==> src/rtl/mem_arb_pkg.sv <==
// mem_arb_pkg: shared types and constants for the unified memory port arbiter.
package mem_arb_pkg;

  // Arbiter sequencing states; one transaction walks IDLE -> ISSUE -> WAIT -> RESP
  typedef enum logic [1:0] {
    IDLE  = 2'd0,
    ISSUE = 2'd1,
    WAIT  = 2'd2,
    RESP  = 2'd3
  } arbState_t;

  // Which requester currently owns the memory port
  typedef enum logic {
    GNT_IF = 1'b0,
    GNT_D  = 1'b1
  } gntOwner_t;

  // Default memory-mapped I/O addresses of the processor's output and input ports
  localparam logic [31:0] DEFAULT_IO_OUT_ADDR = 32'h1001_0024;
  localparam logic [31:0] DEFAULT_IO_IN_ADDR  = 32'h1001_0028;

  // Width of the starvation counter; large enough for the largest legal limit (15)
  localparam int STARVE_CNT_W = 4;

  // Width of the memory latency counter; large enough for the largest legal latency (7)
  localparam int LAT_CNT_W = 3;

endpackage

==> src/rtl/arb_starve_counter.sv <==
// arb_starve_counter: counts consecutive arbitrations the fetch stage has lost
// to the load/store stage and flags when fetch must be given the next grant.
module arb_starve_counter
  import mem_arb_pkg::*;
#(
  parameter int LIMIT = 4,
  parameter int WIDTH = STARVE_CNT_W
) (
  input  logic clk,
  input  logic reset,
  input  logic inc,
  input  logic clr,
  output logic atLimit
);

  logic [WIDTH-1:0] count;

  // Saturating counter; a clear always wins over an increment
  always_ff @(posedge clk or negedge reset) begin
    if (!reset) begin
      count <= '0;
    end else if (clr) begin
      count <= '0;
    end else if (inc && !atLimit) begin
      count <= count + WIDTH'(1);
    end
  end

  assign atLimit = (count == WIDTH'(LIMIT));

endmodule

==> src/rtl/mem_port_arbiter.sv <==
// mem_port_arbiter: shares one single-ported unified memory between the fetch
// stage and the load/store stage using a req/ack handshake on each side.
// Data accesses win arbitration unless fetch has starved for STARVE_LIMIT grants.
// Define MEM_ARB_IO_PORT_EN to add the memory-mapped output/input port bypass.
module mem_port_arbiter
  import mem_arb_pkg::*;
#(
  parameter int ADDR_WIDTH   = 32,
  parameter int DATA_WIDTH   = 32,
  parameter int MEM_LATENCY  = 1,
  parameter int STARVE_LIMIT = 4,
  parameter logic [ADDR_WIDTH-1:0] IO_OUT_ADDR = ADDR_WIDTH'(DEFAULT_IO_OUT_ADDR),
  parameter logic [ADDR_WIDTH-1:0] IO_IN_ADDR  = ADDR_WIDTH'(DEFAULT_IO_IN_ADDR)
) (
  input  logic                  clk,
  input  logic                  reset,
  input  logic                  if_req,
  input  logic [ADDR_WIDTH-1:0] if_addr,
  output logic                  if_ack,
  output logic [DATA_WIDTH-1:0] if_rdata,
  input  logic                  d_req,
  input  logic                  d_we,
  input  logic [ADDR_WIDTH-1:0] d_addr,
  input  logic [DATA_WIDTH-1:0] d_wdata,
  output logic                  d_ack,
  output logic [DATA_WIDTH-1:0] d_rdata,
  output logic                  mem_en,
  output logic                  mem_we,
  output logic [ADDR_WIDTH-1:0] mem_addr,
  output logic [DATA_WIDTH-1:0] mem_wdata,
  input  logic [DATA_WIDTH-1:0] mem_rdata
`ifdef MEM_ARB_IO_PORT_EN
  ,
  input  logic [7:0]            port_in,
  output logic [DATA_WIDTH-1:0] port_out
`endif
);

  localparam logic [LAT_CNT_W-1:0] LAT_LAST = LAT_CNT_W'(MEM_LATENCY - 1);

  arbState_t              state;
  gntOwner_t              gntOwner;
  logic                   reqWe;
  logic [LAT_CNT_W-1:0]   latCnt;
  logic                   atLimit;
  logic                   grantData;
  logic                   grantFetch;
  logic                   starveInc;
  logic                   starveClr;
  logic                   ioStoreHit;
  logic                   ioLoadHit;
  logic [DATA_WIDTH-1:0]  ioLoadData;

  // Grant decision: data first, except when fetch has lost too many times in a row
  always_comb begin
    grantData  = 1'b0;
    grantFetch = 1'b0;
    if (state == IDLE) begin
      grantData  = d_req && !(if_req && atLimit);
      grantFetch = if_req && !grantData;
    end
  end

  // Starvation bookkeeping only happens while arbitrating in IDLE
  always_comb begin
    starveInc = 1'b0;
    starveClr = 1'b0;
    if (state == IDLE) begin
      starveInc = grantData && if_req;
      starveClr = !if_req || grantFetch;
    end
  end

  arb_starve_counter #(
    .LIMIT (STARVE_LIMIT),
    .WIDTH (STARVE_CNT_W)
  ) uStarve (
    .clk     (clk),
    .reset   (reset),
    .inc     (starveInc),
    .clr     (starveClr),
    .atLimit (atLimit)
  );

`ifdef MEM_ARB_IO_PORT_EN
  // Output-port stores and input-port loads never touch the memory array
  assign ioStoreHit = d_we && (d_addr == IO_OUT_ADDR);
  assign ioLoadHit  = !d_we && (d_addr == IO_IN_ADDR);
  assign ioLoadData = {{(DATA_WIDTH-8){1'b0}}, port_in};

  // Output-port register is written directly at the grant edge of an I/O store
  always_ff @(posedge clk or negedge reset) begin
    if (!reset) begin
      port_out <= '0;
    end else if (grantData && ioStoreHit) begin
      port_out <= d_wdata;
    end
  end
`else
  logic unusedIoCfg;
  assign ioStoreHit  = 1'b0;
  assign ioLoadHit   = 1'b0;
  assign ioLoadData  = '0;
  assign unusedIoCfg = ^{IO_OUT_ADDR, IO_IN_ADDR};
`endif

  // Transaction sequencer; every memory-side and requester-side output is registered here
  always_ff @(posedge clk or negedge reset) begin
    if (!reset) begin
      state     <= IDLE;
      gntOwner  <= GNT_IF;
      reqWe     <= 1'b0;
      latCnt    <= '0;
      if_ack    <= 1'b0;
      if_rdata  <= '0;
      d_ack     <= 1'b0;
      d_rdata   <= '0;
      mem_en    <= 1'b0;
      mem_we    <= 1'b0;
      mem_addr  <= '0;
      mem_wdata <= '0;
    end else begin
      case (state)
        IDLE: begin
          if (grantData) begin
            gntOwner <= GNT_D;
            reqWe    <= d_we;
            if (ioStoreHit || ioLoadHit) begin
              if (ioLoadHit) begin
                d_rdata <= ioLoadData;
              end
              d_ack <= 1'b1;
              state <= RESP;
            end else begin
              mem_en    <= 1'b1;
              mem_we    <= d_we;
              mem_addr  <= d_addr;
              mem_wdata <= d_wdata;
              state     <= ISSUE;
            end
          end else if (grantFetch) begin
            gntOwner  <= GNT_IF;
            reqWe     <= 1'b0;
            mem_en    <= 1'b1;
            mem_we    <= 1'b0;
            mem_addr  <= if_addr;
            mem_wdata <= '0;
            state     <= ISSUE;
          end
        end
        ISSUE: begin
          mem_en <= 1'b0;
          mem_we <= 1'b0;
          latCnt <= '0;
          state  <= WAIT;
        end
        WAIT: begin
          latCnt <= latCnt + LAT_CNT_W'(1);
          if (latCnt == LAT_LAST) begin
            if (gntOwner == GNT_D) begin
              if (!reqWe) begin
                d_rdata <= mem_rdata;
              end
              d_ack <= 1'b1;
            end else begin
              if_rdata <= mem_rdata;
              if_ack   <= 1'b1;
            end
            state <= RESP;
          end
        end
        RESP: begin
          if_ack <= 1'b0;
          d_ack  <= 1'b0;
          state  <= IDLE;
        end
        default: begin
          state <= IDLE;
        end
      endcase
    end
  end

endmodule

==> config.mk <==
export PLATFORM = sky130hd
export DESIGN_NAME = mem_port_arbiter
export DESIGN_NICKNAME = d
export VERILOG_FILES = /design/src/rtl/mem_arb_pkg.sv /design/src/rtl/arb_starve_counter.sv /design/src/rtl/mem_port_arbiter.sv
export SDC_FILE = /design/constraint.sdc
export NUM_CORES = 1
export LEC_CHECK = 0
export BUFFER_PORTS_ARGS = -buffer_cell sky130_fd_sc_hd__buf_2
export CAP_MARGIN = 5
export CORE_MARGIN = 2
export CORE_UTILIZATION = 50
export CTS_BUF_LIST = sky130_fd_sc_hd__clkbuf_2 sky130_fd_sc_hd__clkbuf_4 sky130_fd_sc_hd__clkbuf_8
export DETAILED_ROUTE_END_ITERATION = 16
export GPL_ROUTABILITY_DRIVEN = 0
export GPL_TIMING_DRIVEN = 0
export PLACE_DENSITY = 0.85
export SLEW_MARGIN = 20
export SYNTH_ARGS = -nofsm -noshare
export SYNTH_HDL_FRONTEND = slang
export SYNTH_HIERARCHICAL = 1
export SYNTH_SLANG_ARGS = --single-unit
==> constraint.sdc <==
create_clock -name clk -period 3.5 [get_ports clk]
set_input_delay 0.7 -clock clk [delete_from_list [all_inputs] [get_ports clk]]
set_output_delay 0.7 -clock clk [all_outputs]
set_load 0.02 [all_outputs]
==> summary.md <==
| Metric | Value |
|---|---|
| Max Clk Rate | 493 MHz |
| Top cell type's share of synthesized area | 62.0% |
| Leakage power | 0.00392 uW |
| Pwr Density | 1000 mW/mm^2 |
| Async SR Flop Fraction | 100% |
| Drt via density | 5.37 |
| Post-synth cell types | 40 |
| Max_cap viols | 0 |
| Port bufs | 264 |
| PostCTS Resize Cnt | 0 |
| RSZ-0062 raised after global routing | false |
| Core ar. | 0.0113 mm^2 |
| Vias in the first global route | 4730 |
| GRT overflow | 0 |
| Final Hold Vio Count | 0 |
| Area leader, netlist | dfrtp_1 |
| Register area share after synthesis | 62.0% |
| DIE WIDTH | 111 um |
| Clock buffer depth | 2 |
| Critical-path maximum fanout | 7 |
| WL/cell | 18.2 um |
| Synthesis-to-finish area growth | 32.7% |
| Comb pwr share | 47.9% |
| Ys flop type | dfrtp_1 |
| Switch Pwr | 3160 uW |
| VDD IR max | 0.737 mV |
| Layout Utilization | 67.7% |
| Clk sink count | 143 |
| Final wirelength | 15.3 mm |
| Initial DRT Pass Iterations | 5 |
| Post-Syn Area | 0.00577 mm^2 |
| Post-synth top cells | dfrtp_1 (143), mux2_2 (57), a22o_1 (34) |
| Slew Limit Fails | 0 |
| Remaining antenna violation count | 0 |
| Syn Area/Cell | 14.5 um^2 |
| Endpoints failing setup | 0 |
| TritonCTS Buffers | 17 |
| Most common cell in the netlist | dfrtp_1 |
| CTS tree | done |
| Clock Power Share | 14.9% |
| Via count | 4514 |
| Post-route DRC | 0 |
| Layout cells sized above 1 | 55.4% |
| Global-route wire length before repair | 24.0 mm |
| Yosys reg bits | 143 |
| Design Area, Final | 0.00766 mm^2 |
| Number of synthesis warnings | 6 |
| Final cell count without fillers | 840 |
| Die area | 0.0124 mm^2 |
| CP arrival | 2.40 ns |
| FF-to-FF path depth | 9 |
| Measured slew at the worst slew-check pin | 0.564 ns |
| Clk slew on worst S/H paths | 0.08 ns |
| Min-Delay Path Class | input port to async pin |
| Flop pwr share | 37.2% |
| Top cells by area, synth | dfrtp_1 (62%), mux2_2 (11%), a221o_1 (5.4%) |
| Status | finished, final reports clean |
| Worst setup SP type | flip-flop |
| DP HPWL | 11.8 mm |
| Req. time, crit path | 3.87 ns |
| Switching Fraction | 41.2% |
| I/O Pins | 265 |
| Post-Syn Instances | 398 |
| H-Tree Depth | 4 |
| Net count, final | 823 |
| Total global-route track usage | 25.1% |
| Die height | 111 um |
| Cell Int Power | 4520 uW |
| Initial DRC count | 283 |
| Setup bufs post-CTS | 0 |
| Relative slew margins | 62.4% |
| Placed cell area | 0.00731 mm^2 |
| Minimum clock period | 2.03 ns |
| Row count | 39 |
| Placed cell count | 806 |
| Part of the cycle the worst path needs | 57.9% |
| Clk Latency, worst-skew pair | 0.45 ns |
| Post-synth EDFFs | 0 |
| Crit path kind | flip-flop to flip-flop |
| Antenna violations before repair | 2 |
| Post-CTS Hold Buffers | 0 |
| Starting Density | 51.0% |
| Crit path capture type | flip-flop |
| Largest net degree at the start of global routing | 74 |
| Clk_skew | 0.00800 ns |
| Syn Nets | 539 |
| CTS Root Cell | clkbuf_8 |
## logic make-up after synthesis
kind of cell    share of synthesized area (%)
flops                                    62.0
compound gates                           13.1
mux                                      13.2
simple gates                             6.18
buf+inv                                  3.84
fa+ha+maj                                1.73
## registers in the layout (all words and copies together), names as in the netlist, 2 cells and up
name           cells
d_rdata           32
if_rdata          32
mem_addr          32
mem_wdata         32
uStarve/count      4
latCnt             3
state              2
## critical path, stage by stage (launching register included)
cell	delay, ns
dfrtp_1	0.37
inv_1	0.08
ha_1	0.23
nand3b_4	0.11
inv_2	0.06
nor2b_1	0.16
and3_1	0.31
nand4_1	0.15
or3_1	0.32
a21oi_1	0.16
## worst paths after layout
| path | startpoint | endpoint | slack [ns] |
|---|---|---|---|
| hold reg to reg | if_rdata[24]$_DFFE_PN0P_ | if_rdata[24]$_DFFE_PN0P_ | 0.49 |
| hold / removal | reset | if_rdata[4]$_DFFE_PN0P_ | 0.20 |
| min in group clk | d_wdata[17] | mem_wdata[17]$_DFFE_PN0P_ | 0.47 |
| setup / recovery | uStarve/count[0]$_DFFE_PN0P_ | uStarve/count[3]$_DFFE_PN0P_ | 1.47 |
| setup reg to reg | uStarve/count[0]$_DFFE_PN0P_ | uStarve/count[3]$_DFFE_PN0P_ | 1.47 |
| max in group asynchronous | reset | mem_en$_DFFE_PN0P_ | 2.57 |
## routing by layer
metal | global-route usage, % | share of wire (%)
met1 | 28.2 | 37
met2 | 42.6 | 51
met3 | 8.55 | 8.4
met4 | 12.8 | 3.8
met5 | 0 | 0
## final cells by class
cell class                 count  area [um^2]
sequential                   143         3580
timing repair buffer         265         1360
inverter                      11         41.3
clock inverter                13         91.3
multi-input combinational    219         1970
tap                          143          179
antenna                        2         5.00
fill                         821         3660
clock buffer                  19          255
buffer                        25          180
## stage by stage
step	worst slack [ns]	setup TNS, ns	total power (uW)	hold slack [ns]
global placement	-0.104	-13.41	6420	0.462
finish	1.47	0	7680	0.196
detailed placement	1.49	0	6580	0.477
floorplan	1.69	0	5260	0.404
CTS	1.47	0	7750	0.202
global route	1.30	0	8130	0.236
## power groups by stage
stage / registers, uW / clock network (uW) / logic [uW]
finish: 2850 / 1150 / 3680
global route: 2950 / 1250 / 3930
detailed placement: 2870 / 0 / 3710
CTS: 2850 / 1180 / 3720
global placement: 2830 / 0 / 3590
floorplan: 3740 / 0 / 1520
## layout by cell type, fill, tap and decap left out, drive strengths merged, types with 6 or more instances in the layout
cell / count
ha: 8
dfrtp: 143
a221o: 31
and2: 31
clkbuf: 22
buf: 287
a22o: 34
inv: 13
mux2: 66
clkinvlp: 6
a21oi: 7
No activity file was read; power rests on OpenSTA's default activity.
